$ cat config.mk
export PLATFORM = sky130hd
export DESIGN_NAME = key_schedule_ctrl
export DESIGN_NICKNAME = d
export VERILOG_FILES = /design/src/rtl/aes_pkg.sv /design/src/rtl/key_round_step.sv /design/src/rtl/key_schedule_ctrl.sv
export SDC_FILE = /design/constraint.sdc
export NUM_CORES = 2
export LEC_CHECK = 0
export ABC_AREA = 0
export ABC_CLOCK_PERIOD_IN_PS = 91700
export BUFFER_PORTS_ARGS = -buffer_cell sky130_fd_sc_hd__buf_2
export CAP_MARGIN = 10
export CORE_AREA = 2 2 660 662
export DETAILED_ROUTE_END_ITERATION = 10
export DIE_AREA = 0 0 662 664
export HOLD_SLACK_MARGIN = 0.03
export PLACE_DENSITY = 0.37
export SLEW_MARGIN = 15
export SYNTH_ARGS = -nofsm -noshare
export SYNTH_HDL_FRONTEND = slang
export SYNTH_SLANG_ARGS = --single-unit
$ cat constraint.sdc
create_clock -name clk -period 91.7 [get_ports clk]
set_input_delay 13.755 -clock clk [delete_from_list [all_inputs] [get_ports clk]]
set_output_delay 13.755 -clock clk [all_outputs]
set_load 0.03 [all_outputs]
$ cat src/rtl/aes_pkg.sv
// Shared AES key-schedule definitions: schedule geometry, FSM encodings and the Rcon lookup.
package aes_pkg;

  localparam int NR    = 10;
  localparam int KEY_W = 128;

  typedef enum logic {
    IDLE   = 1'b0,
    EXPAND = 1'b1
  } state_t;

  // Round constant for the MSB byte of word 0; rounds outside 1..10 contribute nothing.
  function automatic logic [7:0] rcon(input logic [3:0] rnd);
    case (rnd)
      4'd1:    return 8'h01;
      4'd2:    return 8'h02;
      4'd3:    return 8'h04;
      4'd4:    return 8'h08;
      4'd5:    return 8'h10;
      4'd6:    return 8'h20;
      4'd7:    return 8'h40;
      4'd8:    return 8'h80;
      4'd9:    return 8'h1b;
      4'd10:   return 8'h36;
      default: return 8'h00;
    endcase
  endfunction

endpackage

$ cat src/rtl/key_round_step.sv
// Combinational AES-128 key-expansion round: previous round key plus round index -> next round key.
module key_round_step
  import aes_pkg::*;
(
  input  logic [KEY_W-1:0] key_i,
  input  logic [3:0]       rcnt_i,
  output logic [KEY_W-1:0] key_o
);

  // Forward S-box, entry 0x00 in the most significant byte.
  localparam logic [2047:0] SBOX_TBL = {
    128'h637c777bf26b6fc53001672bfed7ab76,
    128'hca82c97dfa5947f0add4a2af9ca472c0,
    128'hb7fd9326363ff7cc34a5e5f171d83115,
    128'h04c723c31896059a071280e2eb27b275,
    128'h09832c1a1b6e5aa0523bd6b329e32f84,
    128'h53d100ed20fcb15b6acbbe394a4c58cf,
    128'hd0efaafb434d338545f9027f503c9fa8,
    128'h51a3408f929d38f5bcb6da2110fff3d2,
    128'hcd0c13ec5f974417c4a77e3d645d1973,
    128'h60814fdc222a908846eeb814de5e0bdb,
    128'he0323a0a4906245cc2d3ac629195e479,
    128'he7c8376d8dd54ea96c56f4ea657aae08,
    128'hba78252e1ca6b4c6e8dd741f4bbd8b8a,
    128'h703eb5664803f60e613557b986c11d9e,
    128'he1f8981169d98e949b1e87e9ce5528df,
    128'h8ca1890dbfe6426841992d0fb054bb16
  };

  function automatic logic [7:0] sbox(input logic [7:0] b);
    return SBOX_TBL[(255 - int'(b)) * 8 +: 8];
  endfunction

  logic [31:0] w0, w1, w2, w3;
  logic [31:0] rot_w, sub_w;
  logic [31:0] n0, n1, n2, n3;

  assign {w0, w1, w2, w3} = key_i;
  assign rot_w = {w3[23:0], w3[31:24]};
  assign sub_w = {sbox(rot_w[31:24]), sbox(rot_w[23:16]), sbox(rot_w[15:8]), sbox(rot_w[7:0])};

  assign n0 = w0 ^ sub_w ^ {rcon(rcnt_i), 24'h000000};
  assign n1 = w1 ^ n0;
  assign n2 = w2 ^ n1;
  assign n3 = w3 ^ n2;

  assign key_o = {n0, n1, n2, n3};

endmodule

$ cat src/rtl/key_schedule_ctrl.sv
// Iterative AES-128 key-schedule sequencer with an 11-entry round-key table and addressed read port.
// Define KEY_SCHED_CACHE_EN to skip re-expansion when the same cipher key is reloaded.
module key_schedule_ctrl
  import aes_pkg::*;
(
  input  logic                    clk,
  input  logic                    rst,
  input  logic                    keyValid,
  output logic                    keyReady,
  input  logic [KEY_W-1:0]        keyIn,
  input  logic [3:0]              rkAddr,
  output logic [KEY_W-1:0]        rkData,
  output logic [(NR+1)*KEY_W-1:0] roundKeysFlat,
  output logic                    tableValid,
  output logic                    expandDone
);

  state_t           state_q, state_d;
  logic [3:0]       round_q, round_d;
  logic [KEY_W-1:0] rk_tbl_q [NR+1];
  logic [KEY_W-1:0] rk_tbl_d [NR+1];
  logic [KEY_W-1:0] rkdata_q, rkdata_d;
  logic             tvalid_q, tvalid_d;
  logic             done_q, done_d;
  logic [KEY_W-1:0] prev_key, step_key;

`ifdef KEY_SCHED_CACHE_EN
  logic [KEY_W-1:0] cache_key_q, cache_key_d;
  logic             cache_vld_q, cache_vld_d;
  logic             hit_q, hit_d;
`endif

  key_round_step u_step (
    .key_i  (prev_key),
    .rcnt_i (round_q),
    .key_o  (step_key)
  );

  always_comb begin
    state_d  = state_q;
    round_d  = round_q;
    rk_tbl_d = rk_tbl_q;
    tvalid_d = tvalid_q;
    done_d   = 1'b0;
    keyReady = 1'b0;
    prev_key = '0;
    rkdata_d = '0;
`ifdef KEY_SCHED_CACHE_EN
    cache_key_d = cache_key_q;
    cache_vld_d = cache_vld_q;
    hit_d       = 1'b0;
    done_d      = hit_q;
`endif

    for (int i = 0; i < NR; i++) begin
      if (round_q == 4'(i + 1)) prev_key = rk_tbl_q[i];
    end

    // Read mux samples the table before this cycle's write; out-of-range indices read zero.
    for (int i = 0; i <= NR; i++) begin
      if (rkAddr == 4'(i)) rkdata_d = rk_tbl_q[i];
    end

    case (state_q)
      IDLE: begin
        keyReady = 1'b1;
        if (keyValid) begin
`ifdef KEY_SCHED_CACHE_EN
          if (tvalid_q && cache_vld_q && (keyIn == cache_key_q)) begin
            hit_d = 1'b1;
          end else begin
            cache_key_d = keyIn;
            cache_vld_d = 1'b1;
            rk_tbl_d[0] = keyIn;
            round_d     = 4'd1;
            tvalid_d    = 1'b0;
            state_d     = EXPAND;
          end
`else
          rk_tbl_d[0] = keyIn;
          round_d     = 4'd1;
          tvalid_d    = 1'b0;
          state_d     = EXPAND;
`endif
        end
      end
      EXPAND: begin
        for (int i = 1; i <= NR; i++) begin
          if (round_q == 4'(i)) rk_tbl_d[i] = step_key;
        end
        round_d = round_q + 4'd1;
        if (round_q == 4'(NR)) begin
          tvalid_d = 1'b1;
          done_d   = 1'b1;
          round_d  = '0;
          state_d  = IDLE;
        end
      end
      default: state_d = IDLE;
    endcase
  end

  always_ff @(posedge clk or posedge rst) begin
    if (rst) begin
      state_q  <= IDLE;
      round_q  <= '0;
      for (int i = 0; i <= NR; i++) rk_tbl_q[i] <= '0;
      rkdata_q <= '0;
      tvalid_q <= 1'b0;
      done_q   <= 1'b0;
`ifdef KEY_SCHED_CACHE_EN
      cache_key_q <= '0;
      cache_vld_q <= 1'b0;
      hit_q       <= 1'b0;
`endif
    end else begin
      state_q  <= state_d;
      round_q  <= round_d;
      rk_tbl_q <= rk_tbl_d;
      rkdata_q <= rkdata_d;
      tvalid_q <= tvalid_d;
      done_q   <= done_d;
`ifdef KEY_SCHED_CACHE_EN
      cache_key_q <= cache_key_d;
      cache_vld_q <= cache_vld_d;
      hit_q       <= hit_d;
`endif
    end
  end

  for (genvar g = 0; g <= NR; g++) begin : g_flat
    assign roundKeysFlat[g*KEY_W +: KEY_W] = rk_tbl_q[g];
  end

  assign rkData     = rkdata_q;
  assign tableValid = tvalid_q;
  assign expandDone = done_q;

endmodule

==> results by stage <==
GRT:
- The first global-routing pass estimated 998,000 um of wire.
- The overall global routing resource usage is 33.7%.
- The number of antenna violations at the first check in global routing came to 67.
- The pin count of the biggest net entering global routing is 154.
- The final global-route overflow total is 0.
- The via count of the first global-routing pass was 95.0k.

Worst setup path:
- The buffers plus inverters on the worst setup path is 7.
- The minimum setup slack among reg-to-reg paths is 81.59 ns.
- The worst setup path is launched from a primary input.
- For the worst setup path, the data arrival time is 18.22 ns.
- The critical path goes through buf_2 -> inv_8 -> buf_4 -> buf_4 -> buf_4 -> buf_12 -> buf_12.
- The data required time at the worst endpoint is 92.65 ns.
- By instance count, the cell type seen most on the critical path is sky130_fd_sc_hd__buf_4.
- Along the worst path, the maximum fanout reaches 153.
- For this design, the slowest cell found on the critical path is sky130_fd_sc_hd__buf_4.
- The cell family contributing the most delay on the critical path is buffers and inverters.
- The endpoint type of the worst setup path is an async pin.
- The critical path in this run is classified as in2async.
- The worst stage delay on the critical path is 0.76 ns.

Timing:
- The slew of the pin with the lowest slew margin is 1.29 ns.
- Across the routed clock network, the largest skew measured is 0.122 ns.
- The final count of pins violating max slew was 0.
- Headroom to the max-slew limit came out at 13.5%.
- After routing, the total negative slack on setup checks comes to 0 ns.
- The final critical delay including setup and external delays is 17.27 ns.
- The final critical path takes up 18.8% of the cycle.
- The hold violation total from the final report is 0.
- Setup repair after global routing left no endpoint under its margin.
- For this run, the top clock speed supported by timing is 0.0579 GHz.
- Setup violations remaining at the end of the flow were counted as 0.

Die:
- In this run the core area contains 242 standard-cell rows.
- The width of the die is 662 um.
- The full die area is 0.440 mm^2.
- The I/O pin count is 1,674.
- In this run the standard cell core region covers 0.433 mm^2.
- The floorplan step set the die height to 664 um.
- The initial core utilization is 21.0%.

Synthesis:
- Sequential cells were found to cover 42.6% of the synthesized design area.
- The average cell area after synthesis is 8.46 um^2.
- The warning count from the yosys run is 0.
- The post-synthesis instance area is 0.0907 mm^2.
- The net count after synthesis is 10.9k.
- For this run, the leading register cell type out of synthesis is sky130_fd_sc_hd__dfrtp_1.
- By area the synthesized netlist is led by sky130_fd_sc_hd__dfrtp_1 (43%), sky130_fd_sc_hd__o21ai_0 (9.1%), sky130_fd_sc_hd__nand2_1 (7.5%).
- The netlist uses 118 different library cells.
- In this run, synthesis inferred 0 flip-flops with an integrated enable.
- The library cell occupying the most area in the post-synthesis netlist is sky130_fd_sc_hd__dfrtp_1.
- The post-synthesis register bit count is 1,543.
- The share of flip-flops with an asynchronous set or reset after synthesis is 100%.
- In the synthesized netlist, the number of instances is 10.7k.
- Of the post-synthesis cell area, the dominant cell type holds 42.6%.

CTS:
- TritonCTS built the clock tree.
- Clock tree synthesis found a total of 1,543 sinks.
- The clock passes through at most 4 buffers.
- For the worst-skew pair, the clock arrives at the later sink with an insertion delay of 0.99 ns.
- Once the clock tree was built, the setup fixing pass inserted 0 buffers.
- The clock tree synthesis step divided the H-tree into 4 levels.
- CTS placed an instance of sky130_fd_sc_hd__clkbuf_16 at the clock tree root.
- The clock-pin slew on the worst setup and hold paths is 0.06 ns.
- The TritonCTS buffer count is 200.
- The post-cts gate resize count is 0.
- The number of buffers inserted by hold repair at cts is 0.

Run status:
- The flow ran to the end, and the final reports show no timing, DRC or antenna violations.

Detailed routing:
- In the final routed layout, each cell accounts on average for 43.1 um.
- After detailed routing, the number of vias per cell comes to 5.76.
- The count of TritonRoute iterations in the first routing pass is 8.
- The detail route stage leaves a number of antenna-violating nets equal to 0.
- In this run, the number of DRC markers left after iteration 0 of detailed routing was 14.1k.
- The detailed-route wire length is 769,000 um.
- In the routed design, unresolved DRC markers number 0.
- The final route contains 103k vias.

Finish:
- The most frequent standard cell in the layout excluding fill and tap cells is sky130_fd_sc_hd__nand2_1.
- The total number of nets in the final design is 12.1k.
- Of the cells placed in the final design, the portion with a size suffix greater than 1 is 23.6%.
- From synthesis to final layout, the design area changed by 24.6%.
- Leaving out fill and tap cells, the most frequent cells in the layout are sky130_fd_sc_hd__nand2_1 (1,800), sky130_fd_sc_hd__buf_2 (1,673), sky130_fd_sc_hd__o21ai_0 (1,628).

Min path:
- In this run the worst hold path is classified as reg2reg.

Placement:
- The congestion estimate from routability-driven global placement came to 1.03.
- Once detailed placement completed, the half-perimeter wirelength came to 559,000 um.
- The number of I/O port buffers is 1,673.

Run:
- The tool flagged a number of max-cap violations equal to 0.
-- stage by stage --
| step | instance area (um^2) | util [%] | instances | worst slack, ns | hold slack (ns) |
|---|---|---|---|---|---|
| global route | 113000 | 26.1 | 17800 | 73.87 | 0.525 |
| CTS | 113000 | 26.1 | 17800 | 74.35 | 0.502 |
| detailed placement | 106000 | 24.6 | 17500 | 73.32 | 0.493 |
| finish | 113000 | 26.1 | 17900 | 74.43 | 0.498 |
| floorplan | 90700 | - | 10700 | 34.41 | 0.571 |
| global placement | 106000 | 24.6 | 17500 | 73.31 | 0.485 |
-- sequential cells by signal, summed over array words and instances, names as in the netlist --
register and count:
round_q 4, tableValid 1, expandDone 1, state_q 1, roundKeysFlat 1408, rkData 128
-- cell type report --
cell class,count,area (um^2)
fillers,47300,320000
multi-input cells,8017,48300
flip-flops and latches,1543,38600
repair buffers,2108,11900
well taps,5734,7170
clock buffers,280,5820
clock inverters,72,806
inverters,62,241
diodes,55,138
-- worst paths after layout --
kind / from / cells after the start / end
max in group clk: rkAddr[3] / 9 / rkData[50]
max reg2reg: round_q[0] / 21 / roundKeysFlat[190]
min: tableValid / 2 / tableValid
min reg2reg: tableValid / 2 / tableValid
max: rst / 7 / rkData[52]
min in group asynchronous: rst / 2 / roundKeysFlat[1274]
-- cell usage after synthesis, drive strengths merged (30+ instances only) --
cell and number:
nand2 1819, buf 360, xnor2 140, o21ai 1707
o211ai 242, a221oi 144, mux2 150, nor4 37
nand3 172, a311oi 39, ha 62, nor2b 34
o2111ai 30, o31ai 52, o22ai 75, a22o 32
nand4 67, a211o 44, clkbuf 738, a31oi 182
inv 59, a211oi 203, and3 49, a2111oi 43
a21oi 594, xor2 56, nand2b 48, nor3 144
a222oi 106, and2 33, dfrtp 1543, a221o 44
a22oi 456, o221ai 64, nand3b 38, o311ai 47
mux2i 51, nor2 605
-- worst reg2reg max path: stages, from the launching register on --
cell and delay (ns):
sky130_fd_sc_hd__dfrtp_1 0.49, sky130_fd_sc_hd__inv_1 0.23, sky130_fd_sc_hd__ha_4 0.36, sky130_fd_sc_hd__buf_4 0.70, sky130_fd_sc_hd__buf_12 0.39, sky130_fd_sc_hd__o21ai_0 0.50, sky130_fd_sc_hd__a221oi_1 0.55, sky130_fd_sc_hd__o21a_1 0.67
sky130_fd_sc_hd__nor2_1 0.34, sky130_fd_sc_hd__inv_1 0.51, sky130_fd_sc_hd__ha_1 0.67, sky130_fd_sc_hd__inv_1 0.26, sky130_fd_sc_hd__nor3_2 0.43, sky130_fd_sc_hd__nor3_1 0.10, sky130_fd_sc_hd__a311o_1 0.38, sky130_fd_sc_hd__o2111ai_1 0.22
sky130_fd_sc_hd__o2111ai_1 0.59, sky130_fd_sc_hd__or2_1 0.44, sky130_fd_sc_hd__buf_4 0.27, sky130_fd_sc_hd__xnor2_4 0.70, sky130_fd_sc_hd__xor2_2 0.95, sky130_fd_sc_hd__o21ai_0 0.25
-- per-layer routing --
layer	vias to the layer above	routed length, um	track usage, %
met4	16	60500	22.2
met2	6288	341000	52.0
li1	42300	-	-
met5	-	91	0
met1	53000	300000	41.4
met3	1408	67100	8.41
-- logic make-up (layout without fill, tap and decap cells) --
group                      after synthesis  in the layout  share of synthesized area, %
other                                    0             55                             0
adders and majority gates               63             63                         0.867
buffers and inverters                 1160           2522                          5.46
and+or+nand+nor                       3161           3161                          15.0
AOI/OAI and AO/OA                     4383           4383                          31.2
DFF                                   1543           1543                          42.6
xor gates and xnor gates               205            205                          2.34
muxes                                  205            205                          2.53
Power is left out: the tool's default activity adds up to more than one toggle a clock period on the data nets, which glitch-free logic cannot reach.
